==> config.mk <==
export PLATFORM = sky130hd
export DESIGN_NAME = dist_seq_ctrl
export DESIGN_NICKNAME = d
export VERILOG_FILES = /design/src/rtl/dist_seq_ctrl.sv
export SDC_FILE = /design/constraint.sdc
export NUM_CORES = 1
export LEC_CHECK = 0
export BUFFER_PORTS_ARGS = -buffer_cell sky130_fd_sc_hd__buf_4
export CORE_MARGIN = 1.5
export CORE_UTILIZATION = 40
export DETAILED_ROUTE_END_ITERATION = 8
export PLACE_DENSITY = 0.68
export SYNTH_ARGS = -nofsm -noshare
export SYNTH_HDL_FRONTEND = slang
export SYNTH_SLANG_ARGS = --single-unit
==> constraint.sdc <==
create_clock -name clk -period 4.7 [get_ports clk]
set_input_delay 0.94 -clock clk [delete_from_list [all_inputs] [get_ports clk]]
set_output_delay 0.94 -clock clk [all_outputs]
set_load 0.03 [all_outputs]
==> src/rtl/dist_seq_ctrl.sv <==
// rtl/dist_seq_ctrl.sv - sequencer for a lane-parallel accumulate + square-root vector norm pipeline
// Each vector is split into steps of LANES elements; the final step hands off to the sqrt unit.
module dist_seq_ctrl #(
    parameter int CNT_W = 8,
    parameter int LANES = 4
) (
    input  logic             clk,
    input  logic             rst_n,
    input  logic             start,
    input  logic             abort,
    input  logic [CNT_W-1:0] num_vectors,
    input  logic [CNT_W-1:0] vector_width,
    input  logic             acc_rdy,
    input  logic             sqrt_rdy,
    output logic             acc_en,
    output logic             acc_rst,
    output logic             acc_pre,
    output logic             sqrt_en,
    output logic [CNT_W-1:0] elem_idx,
    output logic [CNT_W-1:0] vec_idx,
    output logic             busy,
    output logic             vec_done,
    output logic             done,
    output logic             err
);

    typedef enum logic [2:0] {
        IDLE,
        HARD_RST,
        WAIT_ACC,
        SOFT_RST,
        WAIT_SQRT
    } state_t;

    localparam logic [CNT_W:0] LANES_W = (CNT_W + 1)'(LANES);

    state_t           state, state_d;
    logic [CNT_W-1:0] elem_q, elem_d, vec_q, vec_d, nv_q, nv_d, vw_q, vw_d;
    logic             vec_done_d, done_d, err_d;
    logic [CNT_W:0]   next_elem;
    logic             last_step;

    // One extra bit so the end-of-vector test never wraps near 2^CNT_W.
    assign next_elem = {1'b0, elem_q} + LANES_W;
    assign last_step = next_elem >= {1'b0, vw_q};

    assign elem_idx = elem_q;
    assign vec_idx  = vec_q;
    assign busy     = (state != IDLE);

    always_ff @(posedge clk or negedge rst_n) begin
        if (!rst_n) begin
            state    <= IDLE;
            elem_q   <= '0;
            vec_q    <= '0;
            nv_q     <= '0;
            vw_q     <= '0;
            vec_done <= 1'b0;
            done     <= 1'b0;
            err      <= 1'b0;
        end else begin
            state    <= state_d;
            elem_q   <= elem_d;
            vec_q    <= vec_d;
            nv_q     <= nv_d;
            vw_q     <= vw_d;
            vec_done <= vec_done_d;
            done     <= done_d;
            err      <= err_d;
        end
    end

    always_comb begin
        state_d    = state;
        elem_d     = elem_q;
        vec_d      = vec_q;
        nv_d       = nv_q;
        vw_d       = vw_q;
        vec_done_d = 1'b0;
        done_d     = 1'b0;
        err_d      = 1'b0;
        acc_en     = 1'b0;
        acc_rst    = 1'b0;
        acc_pre    = 1'b0;
        sqrt_en    = 1'b0;
        case (state)
            IDLE: begin
                if (start) begin
                    if (num_vectors == '0 || vector_width == '0) begin
                        err_d  = 1'b1;
                        done_d = 1'b1;
                    end else begin
                        nv_d    = num_vectors;
                        vw_d    = vector_width;
                        elem_d  = '0;
                        vec_d   = '0;
                        state_d = HARD_RST;
                    end
                end
            end
            HARD_RST: begin
                acc_en  = 1'b1;
                acc_rst = 1'b1;
                state_d = WAIT_ACC;
            end
            WAIT_ACC: begin
                acc_en = 1'b1;
                if (acc_rdy) begin
                    if (last_step) begin
                        state_d = WAIT_SQRT;
                    end else begin
                        elem_d  = next_elem[CNT_W-1:0];
                        state_d = SOFT_RST;
                    end
                end
            end
            SOFT_RST: begin
                acc_en  = 1'b1;
                acc_rst = 1'b1;
                acc_pre = 1'b1;
                state_d = WAIT_ACC;
            end
            WAIT_SQRT: begin
                acc_en  = 1'b1;
                sqrt_en = 1'b1;
                if (sqrt_rdy) begin
                    vec_done_d = 1'b1;
                    if (vec_q == nv_q - CNT_W'(1)) begin
                        done_d  = 1'b1;
                        state_d = IDLE;
                    end else begin
                        vec_d   = vec_q + CNT_W'(1);
                        elem_d  = '0;
                        state_d = HARD_RST;
                    end
                end
            end
            default: state_d = IDLE;
        endcase
        // Abort overrides any handshake taken above in the same cycle.
        if (state != IDLE && abort) begin
            state_d    = IDLE;
            elem_d     = elem_q;
            vec_d      = vec_q;
            vec_done_d = 1'b0;
            done_d     = 1'b0;
        end
    end

endmodule

==> run_results.csv <==
group,metric,value,unit
outcome,status,"finished clean",
yosys,synthSimpleGateAreaFrac,20.4,%
critical_path,timing.rr.end,"elem_idx[2]$_DFFE_PN0P_",
timing,rsz0062_at_grt,"false",
power,p_leak,1.36,nW
critical_path,required,4.88,ns
critical_path,startpoint,"elem_idx[2]$_DFFE_PN0P_",
critical_path,timing.rr.start,"elem_idx[2]$_DFFE_PN0P_",
timing,finalCriticalPeriod,2.82,ns
clock_tree,cts_buffers,5,
yosys,netlist_area,0.00221,mm^2
hold_path,holdCritPathClass,"register to register",
die,ios,46,
layout,final_common_cell,"buf_4",
grt,gr-total-overflow,0,
clock_tree,cts_sinks,36,
critical_path,worstSetupPathType,"register to register",
detailed_routing,wl_per_cell,14.2,um
layout,instances_no_fill,333,
detailed_routing,antenna_left,0,
die,core,0.00520,mm^2
grt,grt_pass1_vias,1690,
yosys,dominantRegCellSynth,"dfrtp_1",
clock_tree,clk_pin_slew,0.08,ns
clock_tree,postCtsHoldBufs,0,
detailed_routing,drtIter0Drc,144,
power,ir_drop,0.251,mV
die,die_area,0.00599,mm^2
layout,drive_gt1_share,28.9,%
layout,fillers,502,
clock_tree,cts_tree,"yes",
clock_tree,clockRootBuffer,"clkbuf_8",
power,powerDensity,486,mW/mm^2
die,die_h,77.4,um
grt,grt_max_degree,37,
timing,slew_violations,0,
critical_path,critPathSlowestCell,"dfrtp_1",
critical_path,crit_chain,"ha_1 > and3_1 > xor2_1 > ha_1 > and3_1 > o21ai_0 > a31oi_1 > nor3_1 > nand3_4 > mux2_2",
hold_path,hold_depth,1,
grt,antenna_found_initial,0,
yosys,ys_types,46,
clock_tree,ctsHtreeMaxLevel,2,
layout,antennaDiodeCount,0,
placed_design,place.gp.congestion,0.801,
timing,tns,0,ns
layout,layout_common_cells,"44 x buf_4, 36 x dfrtp_1, 19 x inv_1, 19 x mux2_2, 11 x nand2_1",
timing,worstMarginPinSlew,0.739,ns
critical_path,critical_path.endpoint,"elem_idx[2]$_DFFE_PN0P_",
grt,grt_pass1_wl,8120,um
critical_path,r2r_slack,1.88,ns
yosys,synth_xor_area_share,4.75,%
critical_path,reg2regPathDepth,10,
detailed_routing,viasPerCell,5.40,
die,die_x,77.4,um
die,rows,26,
clock_tree,clkLatencyLatePin,0.29,ns
clock_tree,cts.path.max_buffers,2,
timing,slew_headroom,50.6,%
yosys,async_flop_share,100,%
critical_path,path_buf_inv,0,
timing,fmaxAchievable,0.354,GHz
yosys,synth_edf_count,0,
critical_path,max_stage_delay,0.44,ns
timing,finalCritPeriodShare,60.1,%
yosys,synth_mux_area_share,12.8,%
critical_path,crit_family,"simple AND/OR/NAND/NOR gates",
placed_design,port_buffers,43,
detailed_routing,wirelength,4740,um
timing,hold_viol,0,
critical_path,start_kind,"register",
clock_tree,cts_resized,0,
timing,final-setup-viol-count,0,
placed_design,hpwl,3550,um
detailed_routing,first_pass_iters,4,
critical_path,arrival,3.00,ns
yosys,ys_seq_area_share,40.7,%
critical_path,cp-end-kind,"register",
run,cap_violations,0,
yosys,synth_fa_ha_area_share,5.54,%
yosys,synth_top_family_by_area,"simple AND/OR/NAND/NOR gates",
yosys,synth_area_per_cell,10.2,um^2
yosys,ys_ff_latch,36,
hold_path,worstHoldStart,"vw_q[1]$_DFFE_PN0P_",
detailed_routing,via_count,1799,
placed_design,dp_cells,325,
yosys,synth_compound_area_share,10.2,%
yosys,synthCells,217,
timing,fin_worst_skew,0.00784,ns
detailed_routing,drcViolationCount,0,
grt,grt_use_total,17.1,%
layout,fin_nets,293,
yosys,yosysWarnings,0,
layout,area_delta_synth_final,21.9,%
die,start_util,42.5,%
critical_path,path_max_fanout,7,
clock_tree,postCtsSetupBuffers,0,
critical_path,cp_num_cells,10,
==> sequential cells by signal, summed over array words and instances, names as in the netlist <==
| register | cells |
|---|---|
| vec_done | 1 |
| nv_q | 8 |
| vec_idx | 8 |
| err | 1 |
| done | 1 |
| elem_idx | 6 |
| vw_q | 8 |
| state | 3 |
==> through the flow <==
step | setup slack (ns) | total power (W) | hold slack [ns] | cell area (um^2) | utilization, %
floorplan | 1.94 | 0.000900 | 0.471 | 2220 | -
global placement | 1.86 | 0.00103 | 0.488 | 2590 | 49.7
detailed placement | 1.85 | 0.00104 | 0.488 | 2590 | 49.7
CTS | 1.88 | 0.00132 | 0.506 | 2700 | 51.8
global route | 1.64 | 0.00141 | 0.535 | 2700 | 51.8
finish | 1.88 | 0.00131 | 0.504 | 2700 | 51.8
==> worst reg2reg max path, cell delays in order, from the launching register on <==
cell and delay [ns]:
dfrtp_1 0.44, ha_1 0.25, and3_1 0.20, xor2_1 0.19, ha_1 0.29, and3_1 0.18, o21ai_0 0.21, a31oi_1 0.14
nor3_1 0.33, nand3_4 0.17, mux2_2 0.32
==> cell families after synthesis <==
group | count (synthesis)
flops | 36
mux | 26
simple gates | 76
xor+xnor | 12
other cells | 1
fa+ha+maj | 10
compound gates | 30
buf+inv | 26
==> synth_stat cells (5+ instances only) <==
| cell type | count | area [um^2] |
|---|---|---|
| xnor2_1 | 8 | 70.1 |
| ha_1 | 9 | 113 |
| inv_1 | 19 | 71.3 |
| nor3_1 | 6 | 30.0 |
| nand2b_1 | 8 | 50.1 |
| and3_1 | 7 | 43.8 |
| mux2i_1 | 7 | 70.1 |
| nand3_1 | 7 | 35.0 |
| nand4_1 | 7 | 43.8 |
| nand2_1 | 11 | 41.3 |
| nor4_1 | 5 | 31.3 |
| dfrtp_1 | 36 | 901 |
| nor2_1 | 10 | 37.5 |
| a21oi_1 | 5 | 25.0 |
| mux2_2 | 19 | 214 |
==> per-layer routing <==
metal / part of all wire [%] / track usage [%]
met2: 46 / 26.4
met1: 49 / 23.6
met3: 4.3 / 4.12
met5: 0 / 0
met4: 0.82 / 5.27
==> worst min-delay path by stage <==
stage	to	slack (ns)
after floorplan	vw_q[1]$_DFFE_PN0P_	0.47
after global placement	vw_q[1]$_DFFE_PN0P_	0.49
after detailed placement	vw_q[1]$_DFFE_PN0P_	0.49
after CTS	vw_q[1]$_DFFE_PN0P_	0.51
after global routing	vw_q[1]$_DFFE_PN0P_	0.53
final	vw_q[1]$_DFFE_PN0P_	0.50
==> power by group <==
part,switching [W],internal (W),leakage (nW)
Combinational,0.000292,0.000260,0.842
Clock,0.000118,0.000157,0.0541
Sequential,0.0000916,0.000393,0.464
Total,0.000502,0.000810,1.36
==> layout make-up <==
class                           instances  area (um^2)  area share (%)
Inverter                               19         71.3            2.64
Multi-Input combinational cell        156         1200            44.3
Clock inverter                          3         42.5            1.58
Sequential cell                        36          901            33.4
Timing Repair Buffer                   44          330            12.2
Clock buffer                            5         68.8            2.55
Tap cell                               70         87.6            3.25
No activity file was read; power rests on OpenSTA's default activity.
